File: config.mk
export PLATFORM = sky130hd
export DESIGN_NAME = pipe_stage_elastic
export DESIGN_NICKNAME = d
export VERILOG_FILES = /design/src/rtl/pipe_stage_elastic.sv
export SDC_FILE = /design/constraint.sdc
export NUM_CORES = 1
export LEC_CHECK = 0
export BUFFER_PORTS_ARGS = -buffer_cell sky130_fd_sc_hd__buf_4
export CORE_ASPECT_RATIO = 1.5
export CORE_MARGIN = 2
export CORE_UTILIZATION = 53
export CTS_BUF_LIST = sky130_fd_sc_hd__clkbuf_4
export DETAILED_ROUTE_END_ITERATION = 10
export PLACE_DENSITY_LB_ADDON = 0.12
export SYNTH_ARGS = -nofsm -noshare
export SYNTH_HDL_FRONTEND = slang
export SYNTH_SLANG_ARGS = --single-unit
File: constraint.sdc
create_clock -name clk -period 2 [get_ports clk]
set_input_delay 0.1 -clock clk [delete_from_list [all_inputs] [get_ports clk]]
set_output_delay 0.1 -clock clk [all_outputs]
set_load 0.01 [all_outputs]
File: src/rtl/pipe_stage_elastic.sv
// pipe_stage_elastic: elastic pipeline-stage register with valid/ready handshake,
// stall/flush controls, optional skid entry and performance counters.
module pipe_stage_elastic #(
    parameter int WIDTH = 32,
    parameter int SKID  = 1,
    parameter int CNT_W = 16
) (
    input  logic             clk,
    input  logic             rst_n,
    input  logic             en,
    input  logic             clc,
    input  logic             in_valid,
    output logic             in_ready,
    input  logic [WIDTH-1:0] in_data,
    output logic             out_valid,
    input  logic             out_ready,
    output logic [WIDTH-1:0] out_data,
    output logic [1:0]       occupancy,
    output logic [CNT_W-1:0] stall_cnt,
    output logic [CNT_W-1:0] xfer_cnt
);
    logic             main_v, skid_v, main_v_n, skid_v_n, acc, take, live;
    logic [WIDTH-1:0] main_d, skid_d, main_d_n, skid_d_n;

    // With a skid entry, in_ready depends only on registered state plus en/clc.
    assign live      = rst_n & en & ~clc;
    assign in_ready  = live & ((SKID != 0) ? ~skid_v : (~main_v | out_ready));
    assign out_valid = main_v & live;
    assign out_data  = main_d;
    assign occupancy = {1'b0, main_v} + {1'b0, skid_v};
    assign acc       = in_valid & in_ready;
    assign take      = out_valid & out_ready;

    always_comb begin
        main_v_n = main_v;
        main_d_n = main_d;
        skid_v_n = skid_v;
        skid_d_n = skid_d;
        if (clc) begin
            main_v_n = 1'b0;
            main_d_n = '0;
            skid_v_n = 1'b0;
            skid_d_n = '0;
        end else if (skid_v) begin
            if (take) begin
                main_d_n = skid_d;
                skid_v_n = 1'b0;
            end
        end else if (acc && (!main_v || take)) begin
            main_v_n = 1'b1;
            main_d_n = in_data;
        end else if (acc && SKID != 0) begin
            skid_v_n = 1'b1;
            skid_d_n = in_data;
        end else if (take) begin
            main_v_n = 1'b0;
        end
    end

    always_ff @(posedge clk or negedge rst_n) begin
        if (!rst_n) begin
            main_v    <= 1'b0;
            main_d    <= '0;
            skid_v    <= 1'b0;
            skid_d    <= '0;
            stall_cnt <= '0;
            xfer_cnt  <= '0;
        end else begin
            main_v <= main_v_n;
            main_d <= main_d_n;
            skid_v <= skid_v_n;
            skid_d <= skid_d_n;
            if (out_valid && !out_ready && !(&stall_cnt))
                stall_cnt <= stall_cnt + CNT_W'(1);
            if (take)
                xfer_cnt <= xfer_cnt + CNT_W'(1);
        end
    end
endmodule

==> impl_results.md, run 1 <==
- Status: completed
- Setup CP Type: input port to flip-flop
- WP depth: 7
- TritonCTS clock tree: built
- DR WL/cell: 16.1 microns
- Syn. warnings: 0
- CP Launch Type: input port
- Number of synthesized flops with an enable pin: 0
- Clock share of power: 0.290
- Combinational power share: 0.132
- Worst Reg-to-Reg Cells: 5
- CP Data Arrival Time: approximately 2.2 ns
- DIE WIDTH: 82.0 microns
- Min Clock Period, post-route: 1.85 ns
- Max-Cap Viols: 0
- Worst Path Max Fanout: 27
- # clock sinks: 98
- CP Cell Sequence: dlygate4sd3_1 > buf_4 > buf_12 > and3_1 > a21oi_1 > a211oi_1 > dlygate4sd3_1
- Fmax: 540 MHz
- CTS Buffer Depth: 2
- DRC: 0
- Leading cell type in the layout, fill and taps excluded: buf_4
- Initial core utilization: 0.548
- Slew @ Worst Pin: 0.874 ns
- Gr usage total: 0.235
- Power Dens Cells: a little under 600 mW/mm^2
- Switching Fraction: 0.261
- Initial antenna violation count: 0
- Worst r2r src: stall_cnt[0]$_DFFE_PN0P_
- Port buffer count: 105
- Slew Limit Fails: 0
- Pint: 0.00265 W
- # Post-CTS Setup Buffers: 0
- Gr ovfl total: 0
- Most used cell along the critical path: dlygate4sd3_1
- Worst Hold Class: input port to flip-flop
- Area delta synth->final: 28.6%
- DRT antenna net count: 0
- Total core area: 0.00883 sq mm
- Synth cell types: 43
- Period Utilization, post-route: 0.926
- Final setup vio count: 0
- Worst r2r dst: stall_cnt[12]$_DFFE_PN0P_
- Num CTS Buffers: 9
- CP bufs+invs: 4
- Post-DP HPWL: 7190 microns
- Crit path max-delay cell type: dlygate4sd3_1
- Worst Setup End Kind: flip-flop
- Routed wire length: approximately 11000 microns
- RSZ-0062 raised after global routing: no
- Ant. Diodes: 0
- Die Y: 121 microns
- Slew headroom: 0.418
- DR vias/cell: 5.61
- Share of cells above drive strength 1: 0.295
- R2R setup slack: 0.18 ns
- Final instance area: between 0.006 and 0.007 sq mm
- Critical path endpoint: skid_v$_DFF_PN0_
- Ys flop type: dfrtp_1
- Clock Tree Root: clkbuf_4
- Max IR drop VDD: 492 uV
- Sequential area share after synthesis: 0.507
- 1st-iter DRT viols: 159
- Final hold violations: 0
- Final core occ: 0.705
- Asr flop ratio synth: 1.00
- Setup TNS: 0 ns
- TritonRoute pass-1 iters: 4
- # IOs: between 100 and 150
- Clock slew at reported path FFs: 0.15 ns
- Syn Nets: 488
- Pre-CTS setup slack: 0.209 ns
- Worst Skew: 0.0220 ns
- Sequential Power Share: 0.578
- # nets final: 620
- Peak per-stage delay on the critical path: around 0.6 ns
- Die area: 0.00992 sq mm
- Final RePlAce weighted congestion: 0.894
- Final WS setup: between 0.1 and 0.15 ns
- Worst setup startpoint: rst_n
- Synth Instances: 447
- Most frequent cells in the layout: 114 x buf_4, 97 x dfrtp_1, 47 x nand2_1
- Critical Path RT: 2.39 ns
- Post-Layout Cell Count: 694
- Post-place instance area: around 0.0057 sq mm
- Vias in the first global route: roughly 3900
- First-pass GRT wire length: 18200 microns
- Clk_lat worst skew: 0.46 ns
- Via count: a little under 4000
- Synthesized cell area: approximately 0.0048 sq mm
- Pin count of the biggest net entering global routing: 68
- CTS H-tree lvls: 3
- Avg Inst Size Synth: 10.8 sq um
- Sw Pwr: ~0.00094 W
- Critical path's top delay family: buffers and inverters
- Cell Rows: 42
- Leak Pwr: between 2 and 3 nW
- Post-Place Cells: roughly 640
- Seq cells post-synth: between 90 and 100
-- per-stage QoR --
| stage | power, W | hold slack, ns |
|---|---|---|
| after global routing | 0.00375 | 0.0430 |
| after detailed placement | 0.00253 | -0.0190 |
| final | 0.00359 | 0.0234 |
| after CTS | 0.00362 | 0.00464 |
| after global placement | 0.00252 | -0.0261 |
| after floorplan | 0.00230 | -0.196 |
-- worst reg2reg max path: cells and delay by family (launching register included) --
kind                     cells  cell delay, ns
multiplexers                 1            0.30
flip-flops                   1            0.45
AND/OR/NAND/NOR              3            0.73
adder cells (fa/ha/maj)      1            0.25
-- cells in the mapped netlist (4+ instances only) --
| cell | instances | area share |
|---|---|---|
| dfrtp_1 | 98 | 0.51 |
| nand2_1 | 47 | 0.036 |
| nor2_1 | 40 | 0.031 |
| a21oi_1 | 38 | 0.039 |
| nand3b_1 | 33 | 0.051 |
| mux2i_1 | 32 | 0.066 |
| a211oi_2 | 28 | 0.072 |
| clkbuf_1 | 23 | 0.018 |
| xnor2_1 | 16 | 0.029 |
| nand3_1 | 12 | 0.012 |
| nand4_1 | 10 | 0.013 |
| a211oi_1 | 6 | 0.0093 |
| xor2_1 | 6 | 0.011 |
| and2_1 | 5 | 0.0065 |
| and3_1 | 5 | 0.0065 |
| and4_1 | 4 | 0.0072 |
-- worst min-delay path by stage --
stage / slack (ns) / cells after the start / startpoint / end
floorplan: -0.20 / 0 / rst_n / main_v$_DFFE_PN0P_
global placement: -0.03 / 1 / rst_n / stall_cnt[13]$_DFFE_PN0P_
detailed placement: -0.02 / 1 / rst_n / stall_cnt[14]$_DFFE_PN0P_
CTS: 0.005 / 3 / out_ready / xfer_cnt[2]$_DFFE_PN0P_
global route: 0.04 / 2 / rst_n / stall_cnt[14]$_DFFE_PN0P_
finish: 0.02 / 3 / out_ready / xfer_cnt[2]$_DFFE_PN0P_
-- cell type report --
cell class / count / area (sq um)
Timing Repair Buffer: 152 / 1260
Clock buffer: 10 / 75.1
Multi-Input combinational cell: 315 / 2230
Inverter: 3 / 11.3
Tap cell: 110 / 138
Clock inverter: 6 / 57.6
Sequential cell: 98 / 2450
Fill cell: 673 / 2610
-- state kept, by name, indices dropped and copies added (netlist names) --
name,flops
out_data,32
skid_d,32
stall_cnt,16
main_v,1
skid_v,1
xfer_cnt,16
-- metal layers --
metal | wire length (microns) | GRT usage | vias to the layer above | share of wire
li1 | - | - | 1855 | -
met1 | 4660 | 0.283 | 1923 | 0.42
met2 | 5890 | 0.411 | 92 | 0.53
met3 | 374 | 0.0320 | 23 | 0.033
met4 | 271 | 0.103 | 0 | 0.024
met5 | 0 | 0 | - | 0
-- logic make-up (layout without fill, tap and decap cells) --
group	after synthesis	after routing	share of synthesized area
AO/OA/AOI/OAI	84	84	0.141
adder cells (fa/ha/maj)	3	3	0.00776
XOR/XNOR	22	22	0.0398
flip-flops	98	98	0.507
AND/OR/NAND/NOR	169	169	0.192
buffers and inverters	34	171	0.0339
multiplexers	37	37	0.0786
-- power by group through the flow --
stage | clock network [W] | logic [W] | registers [W]
after global routing | 0.00115 | 0.000521 | 0.00208
after CTS | 0.00107 | 0.000475 | 0.00207
after floorplan | 0 | 0.000176 | 0.00213
after detailed placement | 0 | 0.000421 | 0.00211
after global placement | 0 | 0.000412 | 0.00211
final | 0.00104 | 0.000473 | 0.00207
-- repair_timing --
| action | CTS | global route |
|---|---|---|
| endpoints found under the setup margin | 0 | 2 |
| hold buffers | 35 | 0 |
| resized for setup | 0 | 4 |
| hold endpoints to repair | 146 | 0 |
(Power assumes the default switching activity.)
==> run 2, diff against run 1 <==
- PLACE_DENSITY: unset -> 0.78
- PLACE_DENSITY_LB_ADDON: 0.12 -> unset
==> run 2 against run 1 <==
Compared with the run above:
- sequential cell count unchanged
- die area unchanged
- non-clock buffer count up 5
- count of clock-buffer cells in the layout up 1
- largest power group unchanged
- largest cell class unchanged
- core utilization about the same
- sequential share of layout area about the same
- register-to-register slack better by 0.05 ns
- total power down 3.9%
- setup slack better by 0.068 ns
==> impl_results.md, run 2 (synthesis results as in run 1) <==
- Worst Reg-to-Reg Cells: 5 (unchanged)
- Max-Cap Viols: 0 (unchanged)
- First-pass GRT wire length: 19000 microns (was 18200 microns)
- Num CTS Buffers: 9 (unchanged)
- Peak per-stage delay on the critical path: 0.45 ns (was 0.61 ns)
- CTS H-tree lvls: 3 (unchanged)
- Die area: 0.00992 sq mm (unchanged)
- DR vias/cell: 5.66 (was 5.61)
- Crit path max-delay cell type: dfrtp_2 (was dlygate4sd3_1)
- Port buffer count: 105 (unchanged)
- CP Data Arrival Time: 1.68 ns (was 2.24 ns)
- Worst Skew: 0.0114 ns (was 0.0220 ns)
- TritonRoute pass-1 iters: 6 (was 4)
- Routed wire length: 11700 microns (was 11200 microns)
- Critical Path RT: 1.90 ns (was 2.39 ns)
- Register area: 0.00245 sq mm (unchanged)
- 1st-iter DRT viols: 167 (was 159)
- Die Y: 121 microns (unchanged)
- DRC: 0 (unchanged)
- Worst hold path depth: 3 (unchanged)
- Fmax: 560 MHz (was 540 MHz)
- Total core area: 0.00883 sq mm (unchanged)
- Slew headroom: 0.381 (was 0.418)
- Pint: 0.00253 W (was 0.00265 W)
- Setup CP Type: flip-flop to output pin (was input port to flip-flop)
- Max IR drop VDD: 495 uV (was 492 uV)
- CTS Buffer Depth: 2 (unchanged)
- Setup TNS: 0 ns (unchanged)
- Worst Path Max Fanout: 42 (was 27)
- Clock share of power: 0.260 (was 0.290)
- Cell Rows: 42 (unchanged)
- Combinational power share: 0.138 (was 0.132)
- Initial core utilization: 0.548 (unchanged)
- Clk_lat worst skew: 0.45 ns (was 0.46 ns)
- Power Dens Cells: 554 mW/mm^2 (was 577 mW/mm^2)
- Most frequent cells in the layout: 118 x buf_4, 97 x dfrtp_1, 47 x nand2_1 (was 114 x buf_4, 97 x dfrtp_1, 47 x nand2_1)
- # nets final: 625 (was 620)
- Final RePlAce weighted congestion: 0.851 (was 0.894)
- Via count: 3959 (was 3893)
- DIE WIDTH: 82.0 microns (unchanged)
- CP Launch Type: flip-flop (was input port)
- DR WL/cell: 16.7 microns (was 16.1 microns)
- Final WS setup: 0.216 ns (was 0.147 ns)
- Gr ovfl total: 0 (unchanged)
- CP Cell Sequence: buf_6 > ha_1 > buf_4 (was dlygate4sd3_1 > buf_4 > buf_12 > and3_1 > a21oi_1 > a211oi_1 > dlygate4sd3_1)
- Sw Pwr: 0.000917 W (was 0.000936 W)
- Area of the multi-input gates: 0.00223 sq mm (unchanged)
- Leak Pwr: 2.73 nW (about the same)
- Gr usage total: 0.248 (was 0.235)
- Slew @ Worst Pin: 0.928 ns (was 0.874 ns)
- Final core occ: 0.705 (about the same)
- Final setup vio count: 0 (unchanged)
- # IOs: 106 (unchanged)
- Post-DP HPWL: 7700 microns (was 7190 microns)
- Period Utilization, post-route: 0.892 (was 0.926)
- Worst Hold Class: input port to flip-flop (unchanged)
- Initial antenna violation count: 1 (was 0)
- Pre-CTS setup slack: 0.263 ns (was 0.209 ns)
- Clock Tree Root: clkbuf_4 (unchanged)
- DRT antenna net count: 0 (unchanged)
- Clock slew at reported path FFs: 0.13 ns (was 0.15 ns)
- # clock sinks: 98 (unchanged)
- Area delta synth->final: 28.6% (about the same)
- TritonCTS clock tree: built (unchanged)
- RSZ-0062 raised after global routing: no (unchanged)
- Vias in the first global route: 3889 (was 3924)
- Min Clock Period, post-route: 1.78 ns (was 1.85 ns)
- Final hold violations: 0 (unchanged)
- Leading cell type in the layout, fill and taps excluded: buf_4 (unchanged)
- Pin count of the biggest net entering global routing: 75 (was 68)
- Fillers: 663 (was 673)
- Worst Setup End Kind: output pin (was flip-flop)
- Share of cells above drive strength 1: 0.293 (was 0.295)
- Sequential Power Share: 0.601 (was 0.578)
- Switching Fraction: 0.266 (was 0.261)
- Slew Limit Fails: 0 (unchanged)
- Status: completed (unchanged)
-- run 2: cell type report --
| class | count | share of cell area |
|---|---|---|
| Sequential cell | 98 | 0.394 |
| Multi-Input combinational cell | 315 | 0.358 |
| Clock buffer | 11 | 0.0133 |
| Tap cell | 110 | 0.0221 |
| Antenna cell | 1 | 0.000402 |
| Clock inverter | 4 | 0.00322 |
| Timing Repair Buffer | 157 | 0.207 |
| Inverter | 3 | 0.00181 |
-- run 2: power groups by stage --
stage                     Combinational (W)  Sequential [W]  Clock, W
after CTS                          0.000481         0.00207  0.000922
after floorplan                    0.000176         0.00213         0
final                              0.000477         0.00207  0.000898
after global placement             0.000413         0.00211         0
after global routing               0.000522         0.00208   0.00100
after detailed placement           0.000423         0.00211         0
-- run 2: final timing paths --
kind,from,endpoint,slack [ns]
hold reg to reg,xfer_cnt[15]$_DFFE_PN0P_,xfer_cnt[15]$_DFFE_PN0P_,0.49
setup / recovery,skid_v$_DFF_PN0_,occupancy[0],0.22
max in group asynchronous,rst_n,skid_v$_DFF_PN0_,0.87
min in group asynchronous,rst_n,stall_cnt[13]$_DFFE_PN0P_,0.25
hold / removal,out_ready,xfer_cnt[2]$_DFFE_PN0P_,0.04
setup reg to reg,main_v$_DFFE_PN0P_,out_data[26]$_DFFE_PN0P_,0.23
-- run 2: layer usage --
metal / track usage / share of wire / vias up / wire length (microns)
met5: 0 / 0 / - / 0
met2: 0.417 / 0.53 / 101 / 6240
met4: 0.122 / 0.032 / 0 / 377
li1: - / - / 1876 / -
met3: 0.0305 / 0.031 / 26 / 366
met1: 0.308 / 0.40 / 1956 / 4710
-- run 2: per-stage QoR --
| stage | hold slack, ns | total power [W] | instances | area (sq um) |
|---|---|---|---|---|
| after global placement | -0.0712 | 0.00252 | 646 | 5740 |
| after CTS | 0.0118 | 0.00348 | 698 | 6220 |
| after detailed placement | -0.0675 | 0.00253 | 646 | 5740 |
| after floorplan | -0.196 | 0.00230 | 447 | 4840 |
| after global routing | 0.0346 | 0.00360 | 699 | 6220 |
| final | 0.0358 | 0.00345 | 699 | 6220 |
-- run 2: critical path, delay by kind of cell, from the launching register on --
family,cells,cell delay [ns]
fa+ha+maj,1,0.30
buf+inv,2,0.48
flops,1,0.45
-- run 2: timing repair --
item                                   4_1_cts  5_1_grt
hold buffers                                37        0
setup endpoints to repair                    0        1
resized for setup                            0        1
buffers inserted                             0        0
endpoints found under the hold margin       71        0
